## src/rtl/spi_fifo_pkg.sv

```systemverilog
// spi_fifo_pkg: shared state encoding, default sizes and frame-length helper for spi_fifo_master.
package spi_fifo_pkg;
  typedef enum logic [1:0] {IDLE, LOAD, SHIFT, GAP} state_t;
  localparam int DEF_ADDR_BITS = 8;
  localparam int DEF_DATA_BITS = 16;
  localparam int DEF_CLK_RATIO = 8;
  localparam int DEF_DATA_SIZE = 32;
  localparam int DEF_FIFO_SIZE = 8;
  function automatic int frame_bits(input int addr_bits, input int data_bits);
    return addr_bits + data_bits;
  endfunction
endpackage

```

## src/rtl/spi_tx_fifo.sv

```systemverilog
// spi_tx_fifo: synchronous transmit FIFO; head word readable in place, flags decoded from a registered count.
module spi_tx_fifo #(
  parameter int DATA_SIZE = 32,
  parameter int FIFO_SIZE = 8
) (
  input  logic                         clock,
  input  logic                         reset,
  input  logic                         i_push,
  input  logic [DATA_SIZE-1:0]         i_data,
  input  logic                         i_pop,
  output logic [DATA_SIZE-1:0]         o_head,
  output logic                         o_full,
  output logic                         o_empty,
  output logic [$clog2(FIFO_SIZE):0]   o_count
);
  localparam int AW = $clog2(FIFO_SIZE);
  localparam int CW = AW + 1;
  logic [DATA_SIZE-1:0] r_mem [FIFO_SIZE];
  logic [AW-1:0] r_wr, r_rd;
  logic [CW-1:0] r_count;
  logic w_push, w_pop;
  assign o_full  = r_count == CW'(FIFO_SIZE);
  assign o_empty = r_count == '0;
  assign o_count = r_count;
  assign o_head  = r_mem[r_rd];
  // a push into a full FIFO is dropped even when a pop happens in the same cycle
  assign w_push = i_push && !o_full;
  assign w_pop  = i_pop && !o_empty;
  always_ff @(posedge clock or posedge reset) begin
    if (reset) begin
      r_wr    <= '0;
      r_rd    <= '0;
      r_count <= '0;
    end else begin
      if (w_push) r_wr <= r_wr + AW'(1);
      if (w_pop) r_rd <= r_rd + AW'(1);
      r_count <= r_count + CW'(w_push) - CW'(w_pop);
    end
  end
  always_ff @(posedge clock) begin
    if (w_push) r_mem[r_wr] <= i_data;
  end
endmodule

```

## src/rtl/spi_fifo_master.sv

```systemverilog
// spi_fifo_master: FIFO-fed write-only SPI master sending {addr, data} frames.
// Define FIFO_LEVEL_EN to expose the registered FIFO word count on fifo_level.
module spi_fifo_master
  import spi_fifo_pkg::*;
#(
  parameter int DATA_BITS = DEF_DATA_BITS,
  parameter int ADDR_BITS = DEF_ADDR_BITS,
  parameter int CLK_RATIO = DEF_CLK_RATIO,
  parameter int DATA_SIZE = DEF_DATA_SIZE,
  parameter int FIFO_SIZE = DEF_FIFO_SIZE
) (
  input  logic                 clock,
  input  logic                 reset,
  input  logic                 start,
  input  logic [7:0]           clk_ratio,
  input  logic                 fifo_wren,
  input  logic [DATA_SIZE-1:0] data_in,
  output logic                 busy,
  output logic                 data_full,
  output logic                 data_empty,
  output logic                 done,
  output logic                 SEN,
  output logic                 SCLK,
`ifdef FIFO_LEVEL_EN
  output logic [$clog2(FIFO_SIZE):0] fifo_level,
`endif
  output logic                 SDATA
);
  localparam int N  = frame_bits(ADDR_BITS, DATA_BITS);
  localparam int HW = $clog2(2 * N + 1);
  localparam logic [HW-1:0] LAST_HALF = HW'(2 * N);
  state_t r_state, w_next;
  logic [7:0] r_r, r_cnt, w_r;
  logic [HW-1:0] r_half;
  logic [N-1:0] r_shift, w_frame;
  logic [DATA_SIZE-1:0] w_head;
  logic [$clog2(FIFO_SIZE):0] w_count;
  logic r_busy, r_done, r_sen, r_sclk, r_sdata;
  logic w_tick, w_go, w_end, w_unused;
  spi_tx_fifo #(.DATA_SIZE(DATA_SIZE), .FIFO_SIZE(FIFO_SIZE)) u_fifo (
    .clock   (clock),
    .reset   (reset),
    .i_push  (fifo_wren),
    .i_data  (data_in),
    .i_pop   (r_state == LOAD),
    .o_head  (w_head),
    .o_full  (data_full),
    .o_empty (data_empty),
    .o_count (w_count)
  );
`ifdef FIFO_LEVEL_EN
  assign fifo_level = w_count;
`endif
  assign w_unused = &{1'b0, w_head[DATA_SIZE-1:N], w_count};
  assign w_frame  = {w_head[ADDR_BITS-1:0], w_head[ADDR_BITS+DATA_BITS-1:ADDR_BITS]};
  assign w_r      = clk_ratio == '0 ? 8'(CLK_RATIO) : clk_ratio;
  assign w_tick   = r_cnt == r_r - 8'd1;
  // the LOAD cycle is the first cycle of the first SCLK-low phase, so SEN low spans exactly R*(2N+1)
  assign w_go  = !data_empty && ((r_state == IDLE && start) || (r_state == GAP && w_tick));
  assign w_end = data_empty && r_state == GAP && w_tick;
  assign busy  = r_busy;
  assign done  = r_done;
  assign SEN   = r_sen;
  assign SCLK  = r_sclk;
  assign SDATA = r_sdata;
  always_ff @(posedge clock or posedge reset) begin
    if (reset) r_state <= IDLE;
    else r_state <= w_next;
  end
  always_comb begin
    w_next = w_go ? LOAD :
             w_end ? IDLE :
             r_state == LOAD ? SHIFT :
             (r_state == SHIFT && w_tick && r_half == LAST_HALF) ? GAP : r_state;
  end
  always_ff @(posedge clock or posedge reset) begin
    if (reset) begin
      r_busy  <= 1'b0;
      r_done  <= 1'b0;
      r_sen   <= 1'b1;
      r_sclk  <= 1'b0;
      r_sdata <= 1'b0;
      r_r     <= 8'd1;
      r_cnt   <= '0;
      r_half  <= '0;
      r_shift <= '0;
    end else begin
      r_done <= 1'b0;
      if (w_go) begin
        r_busy  <= 1'b1;
        r_sen   <= 1'b0;
        r_sclk  <= 1'b0;
        r_sdata <= w_frame[N-1];
        r_r     <= w_r;
        r_cnt   <= '0;
        r_half  <= '0;
      end else if (w_end) begin
        r_busy <= 1'b0;
      end else if (r_state == LOAD || r_state == SHIFT) begin
        if (r_state == LOAD) r_shift <= w_frame;
        if (!w_tick) begin
          r_cnt <= r_cnt + 8'd1;
        end else if (r_half == LAST_HALF) begin
          r_cnt   <= '0;
          r_sen   <= 1'b1;
          r_sclk  <= 1'b0;
          r_sdata <= 1'b0;
          r_done  <= 1'b1;
        end else begin
          r_cnt  <= '0;
          r_half <= r_half + HW'(1);
          r_sclk <= ~r_half[0];
          if (r_half[0]) begin
            r_shift <= r_shift << 1;
            r_sdata <= r_shift[N-2];
          end
        end
      end else if (r_state == GAP) begin
        r_cnt <= r_cnt + 8'd1;
      end
    end
  end
endmodule

```

## config.mk

```make
export PLATFORM = sky130hd
export DESIGN_NAME = spi_fifo_master
export DESIGN_NICKNAME = d
export VERILOG_FILES = /design/src/rtl/spi_fifo_pkg.sv /design/src/rtl/spi_tx_fifo.sv /design/src/rtl/spi_fifo_master.sv
export SDC_FILE = /design/constraint.sdc
export NUM_CORES = 1
export LEC_CHECK = 0
export ABC_AREA = 0
export CELL_PAD_IN_SITES_DETAIL_PLACEMENT = 2
export CELL_PAD_IN_SITES_GLOBAL_PLACEMENT = 2
export CORE_UTILIZATION = 47
export CTS_BUF_LIST = sky130_fd_sc_hd__clkbuf_4 sky130_fd_sc_hd__clkbuf_8
export DETAILED_ROUTE_END_ITERATION = 10
export PLACE_DENSITY_LB_ADDON = 0.1
export SYNTH_ARGS = -nofsm -noshare
export SYNTH_HDL_FRONTEND = slang
export SYNTH_SLANG_ARGS = --single-unit
```

## constraint.sdc

```tcl
create_clock -name clock -period 4.4 [get_ports clock]
set_input_delay 0.88 -clock clock [delete_from_list [all_inputs] [get_ports clock]]
set_output_delay 0.88 -clock clock [all_outputs]
set_load 0.005 [all_outputs]
```

* Word-level counts from Yosys, hierarchy flattened
Memories as Yosys holds them, arrays and structs flattened. Index checks and enable logic that the tools add are counted.
Word-level totals: register bits 63, RAM bits 256, input bits 44, output and inout bits 7, memories kept 1
Operators by class: add/subtract/negate cells 7, equality and inequality tests 8, mux-type cells 44, bitwise gates (word level) 3, reductions and logical operators 29
Memory list:
- u_fifo.r_mem | depth 8, bits a word 32, read ports 1, clocked after Yosys merged registers in 0, wr ports 1, RTL line spi_tx_fifo.sv:18 | logic [DATA_SIZE-1:0] r_mem [FIFO_SIZE];
Operators by type and width (count):
- 24-bit 2-to-1 mux | 4
- 8-bit 2-to-1 mux | 6
- 6-bit 2-to-1 mux | 5
- 1-bit 2-to-1 mux | 25
- 4-bit AND reduction | 3
- 1-bit logical AND | 9
- 8-bit by 1-bit adder with 8-bit output (second input constant) | 1
- 8-bit equality test | 1
- 8-bit logical NOT | 1
- 2-bit 2-to-1 mux | 4
- 2-bit nonzero test | 4
- 8-bit by 1-bit subtractor with 8-bit output (second input constant) | 1
- 3-bit by 1-bit adder with 3-bit output (second input constant) | 2
- 6-bit by 1-bit adder with 6-bit output (second input constant) | 1
- 6-bit equality test (second input constant) | 1
- 3-bit AND reduction | 2
- 3-bit nonzero test | 2
- 4-bit by 1-bit adder with 4-bit output | 1
- 2-bit equality test (second input constant) | 2
- 4-bit equality test (second input constant) | 1
- 4-bit logical NOT | 1
- 2-bit != test (second input constant) | 2
- 4-bit nonzero test | 1
- 4-bit by 1-bit subtractor with 4-bit output | 1
- 6 further kinds | 10

* Longest topological paths before layout
depth in word-level cells 8, depth in mapped cells 13, mapped depth without buffers 11

* Modules after synthesis
A second synthesis with hierarchy kept.
Unflattened totals: cells, all modules 761, area, all modules 13534.2 µm²
By module, submodules not included:
- spi_tx_fifo | times used 1, cells each 429, area an instance 10323.7 µm²
- spi_fifo_master | times used 1, cells each 332, area an instance 3210.6 µm²

* Least setup slack after synthesis
Ideal clock, no wire load.
kind input-to-reg, start point input fifo_wren, end point memory u_fifo.r_mem[0][0], enable pin, library setup time 435 ps, data arrival time 3011 ps, required time 3965 ps, path slack 953 ps, stages 4, path buffers 1, cell sequence nor2b_1 > clkbuf_1 > nand2b_1 > nor3_1
On the way: longest elaborated chain between the ends 3
Ends and longest elaborated chain:
- start: declaration | RTL line spi_fifo_master.sv:16 | input logic fifo_wren,
- 1-bit logical AND | RTL line spi_tx_fifo.sv:27 | assign w_push = i_push && !o_full;
- net u_fifo.w_push | RTL line spi_tx_fifo.sv:21 | logic w_push, w_pop;
- 1-bit 2-to-1 mux | RTL line spi_tx_fifo.sv:41 | if (w_push) r_mem[r_wr] <= i_data;
- 1-bit 2-to-1 mux (not written as such) | RTL line spi_tx_fifo.sv:41
- end: declaration | RTL line spi_tx_fifo.sv:18
The timed path passes the listed nets, and every way through them passes these cells.

* Worst setup path in the final report
start point register r_r[0], end point register r_shift[2]
On the way: longest elaborated chain between the ends 7, elaborated cells on any way between the ends 10
Ends and longest elaborated chain:
- start: declaration | RTL line spi_fifo_master.sv:33 | logic [7:0] r_r, r_cnt, w_r;
- start signal: assignment | RTL line spi_fifo_master.sv:94 | r_r <= w_r;
- 8-bit by 1-bit subtractor with 8-bit output (*) | RTL line spi_fifo_master.sv:57 | assign w_tick = r_cnt == r_r - 8'd1;
- 8-bit equality test (*) | RTL line spi_fifo_master.sv:57
- 1-bit logical AND | RTL line spi_fifo_master.sv:59 | assign w_go = !data_empty && ((r_state == IDLE && start) || (r_state == GAP && w_tick));
- 1-bit logical OR | RTL line spi_fifo_master.sv:59
- 1-bit logical AND | RTL line spi_fifo_master.sv:59
- 1-bit inverter (no source line)
- 3-bit AND reduction (no source line)
- end signal: assignment | RTL line spi_fifo_master.sv:100 | if (r_state == LOAD) r_shift <= w_frame;
- end signal: assignment | RTL line spi_fifo_master.sv:114 | r_shift <= r_shift << 1;
- end: declaration | RTL line spi_fifo_master.sv:35 | logic [N-1:0] r_shift, w_frame;
Every way passes the cells marked *; elsewhere a longest branch is shown, timed or not. A chain may end at the register's enable or synchronous reset.

==> summary.md <==
| Metric | Value |
|---|---|
| Status | `finished, violations left` |
| Failing checks | `design-rule violations` |
| DR pass1 iterations | `9` |
| Ys Warns | `0` |
| Drt drc | `4` |
| Internal | `around 5.6 mW` |
| Yosys reg bits | `between 200 and 300` |
| Crit end category | `register` |
| # H-tree levels | `2` |
| Post-CTS Setup Bufs | `0` |
| Synth Area in XOR/XNOR | `under 10%` |
| # IOs | `51` |
| Critical path launch point type | `register` |
| Clock skew after layout | `between 0.02 and 0.025 ns` |
| Filler cells | `around 1900` |
| Clk pwr share | `25.6%` |
| Crit share post-route | `83.87%` |
| Setup crit end | `r_shift[2]$_DFFE_PP0P_` |
| Post-Syn Area | `10590 um2` |
| Place WS | `0.7991 ns` |
| Primary FF master, synth | `edfxtp_1` |
| Clock slew at reported path FFs | `~0.060 ns` |
| TritonCTS buffer count | `42` |
| CTS Hold Bufs | `0` |
| Unrepaired setup endpoints after global routing | `no` |
| Hold Crit Class | `reg2reg` |
| Largest family of logic cells by synthesized area | `multiplexers` |
| Share of power burned in registers | `between 40% and 50%` |
| Die Ht | `roughly 150 um` |
| Num rows | `54` |
| Slack of the critical path | `0.7099 ns` |
| Post-cts resize count | `0` |
| Max Cap Viol | `0` |
| Max transition margin | `24.23%` |
| Area Growth Syn to Fin | `16.31%` |
| Top sig layer | `met4` |
| Hold Violations, Final | `0` |
| Total GRT Usage | `24.02%` |
| Total wire length | `about 26000 um` |
| Routed wl met2 | `13910 um` |
| Clock tree root buffer cell | `clkbuf_8` |
| Layout Nets | `762` |
| Post-synthesis sequential area ratio | `between 60 and 70%` |
| Average wire per cell in the routed design | `between 20 and 30 um` |
| Crit path kind | `reg2reg` |
| Maximum VDD drop | `about 0.00035 V` |
| PortBufs | `42` |
| Flop-to-flop setup slack | `0.71 ns` |
| Largest net degree at the start of global routing | `51` |
| Initial Util | `around half` |
| Worst Path Max Fanout | `22` |
| Mux share of post-synthesis cell area | `between 10% and 20%` |
| Post-synthesis compound-gate area fraction | `between 5 and 6%` |
| Leakage power | `approximately 4.3 nW` |
| Simple-Gate Fraction of Synth Area | `6.547%` |
| Area post-placement | `11440 um2` |
| RePlAce Congestion | `roughly 0.77` |
| Cell count after synthesis | `630` |
| R2r endpoint | `r_shift[2]$_DFFE_PP0P_` |
| First-pass GRT wire length | `between 40000 and 50000 um` |
| Remaining Overflow, GRT | `0` |
| Diodes inserted | `0` |
| Syn Nets | `around 690` |
| Area taken by multi-input logic gates | `~3100 um2` |
| Vias in the first global route | `between 6000 and 7000` |
| Worst skew pair latency | `approximately 0.56 ns` |
| Storage cell area | `roughly 7300 um2` |
| Die Area | `~23000 um2` |
| DPL Wire Length | `roughly 16000 um` |
| DRT met1 WL | `approximately 11000 um` |
| Via/cell ratio | `just under 6` |
| Number of flops mapped to enable cells by yosys | `192` |
| DR vias | `roughly 6000` |
| Critical path launch point | `r_r[0]$_DFFE_PP1N_` |
| Die X | `152.1 um` |
| Setup violations, final | `0` |
| Switching Share | `roughly 34%` |
| Worst EP arrival | `just over 4 ns` |
| 1st-iter DRT viols | `between 200 and 300` |
| Critical path required time | `4.83 ns` |
| Origin of the critical flop-to-flop path | `r_r[0]$_DFFE_PP1N_` |
| Cells on worst reg2reg path | `9` |
| CTS Sinks | `254` |
| Sw Pwr | `about 2.9 mW` |
| Fmax | `between 200 and 300 MHz` |
| CTS tree | `built` |
| Post-DRT Antenna Nets | `0` |
| Slew @ Worst Pin | `1.135 ns` |
| Cell area after layout | `between 10000 and 15000 um2` |
| Power, Total | `approximately 8.4 mW` |
| Initial antenna violation count | `0` |
| Syn avg cell area | `16.81 um2` |
| Hold Startpoint | `busy$_DFFE_PP0N_` |
| Core Area | `21960 um2` |
| Logic gate share of total power | `between 30% and 40%` |
| Layout cell share with drive strength beyond 1 | `approximately 22%` |
| Post-synth cell types | `57` |
| Clock Path Buffers | `3` |
| Sum of negative setup slack | `0 ns` |
| Post-synthesis adder-cell area fraction | `2.080%` |
| Met3 Routed Length | `between 1000 and 1500 um` |
| Min cycle time layout | `between 3 and 4 ns` |
| Final slew viol count | `0` |
| PD cells | `between 600 and 700 nW/um2` |
| Post-synthesis async set-or-reset flop share | `roughly a quarter` |
## cells in the final DEF (no fill, tap or decap), types with 3 or more instances in the layout
cell / n
nor2b_1: 5
clkdlybuf4s50_1: 42
nor3_1: 9
a21oi_1: 15
edfxtp_1: 192
nor2_1: 14
buf_4: 10
clkinv_1: 7
nand2b_1: 5
xnor2_1: 10
xor2_1: 9
clkbuf_8: 48
nand2_1: 61
mux2i_1: 23
mux2_2: 4
o221a_1: 22
clkbuf_4: 15
inv_1: 17
ha_1: 16
clkinv_2: 5
a21o_1: 6
buf_12: 6
or3_1: 5
nor2_2: 6
and2_1: 3
o21ai_0: 12
mux4_2: 48
nand3_1: 7
nand4_1: 6
dfrtp_1: 58
and3_1: 4
## power groups by stage
stage / combinational (mW) / sequential (mW) / clock [mW]
global placement: 2.38 / 3.71 / 0
finish: 2.56 / 3.72 / 2.16
global route: 2.78 / 3.81 / 2.31
CTS: 2.61 / 3.74 / 2.22
detailed placement: 2.56 / 3.77 / 0
floorplan: 2.02 / 3.39 / 0
## area by class of cell
cell class | instances | share of cell area (%)
flip-flops and latches | 254 | 59.48
multi-input cells | 327 | 25.04
clock inverters | 15 | 0.8128
well taps | 280 | 2.845
inverters | 18 | 0.5487
clock buffers | 63 | 6.279
repair buffers | 58 | 4.999
## cells in the mapped netlist (10+ instances only)
cell      instances  area [um2]
xnor2_1          10       87.58
dfrtp_1          60        1501
mux2i_1          23       230.2
o221a_1          22       247.7
nor2_1           20       75.07
edfxtp_1        192        5766
inv_1            18       67.56
nor3_1           11       55.05
clkbuf_1         17       63.81
a21oi_1          15       75.07
mux4_2           48        1081
nand2_1          61       229.0
ha_1             16       200.2
o21ai_0          12       60.06
## how the worst min path moves through the flow
stage / end / cells past startpoint
3_5_place_dp: busy$_DFFE_PP0N_ / 1
4_1_cts: busy$_DFFE_PP0N_ / 1
3_3_place_gp: busy$_DFFE_PP0N_ / 1
5_1_grt: busy$_DFFE_PP0N_ / 1
2_1_floorplan: r_r[7]$_DFFE_PP0N_ / 2
6_report: busy$_DFFE_PP0N_ / 1
## cell families (layout without fill, tap and decap cells)
| group | Yosys count | in the layout |
|---|---|---|
| buf+inv | 49 | 154 |
| compound gates | 78 | 78 |
| mux | 75 | 75 |
| fa+ha+maj | 17 | 17 |
| simple gates | 138 | 138 |
| xor+xnor | 19 | 19 |
| flops | 254 | 254 |
## registers in the layout (all words and copies together) (netlist names)
register        cells
u_fifo.r_wr         3
r_half              6
r_r                 8
r_cnt               8
done                1
u_fifo.o_count      4
busy                1
r_shift            23
u_fifo.r_mem      192
r_state             2
SCLK                1
SEN                 1
SDATA               1
u_fifo.r_rd         3
## stage by stage
stage | hold slack [ns] | util, % | cells
global route | 0.5093 | 56.08 | 1015
floorplan | 0.4583 | - | 630
global placement | 0.4623 | 52.10 | 937
finish | 0.4798 | 56.08 | 1015
CTS | 0.4894 | 56.08 | 1015
detailed placement | 0.4746 | 52.10 | 937
## metal layers
| layer | vias to the layer above | GRT usage [%] |
|---|---|---|
| met5 | - | 0 |
| li1 | 2617 | - |
| met1 | 3096 | 29.98 |
| met3 | 44 | 4.164 |
| met4 | 0 | 7.386 |
| met2 | 134 | 42.81 |
## worst max-delay path, cell delays in order (launching register included)
cell	delay (ns)
dfstp_2	0.57
inv_1	0.07
ha_1	0.31
o21ba_1	0.23
a221oi_1	0.37
a41oi_1	0.13
nor4_4	0.61
nand2_4	0.18
or4_4	0.74
o221a_1	0.31
No activity file was read; power rests on OpenSTA's default activity.
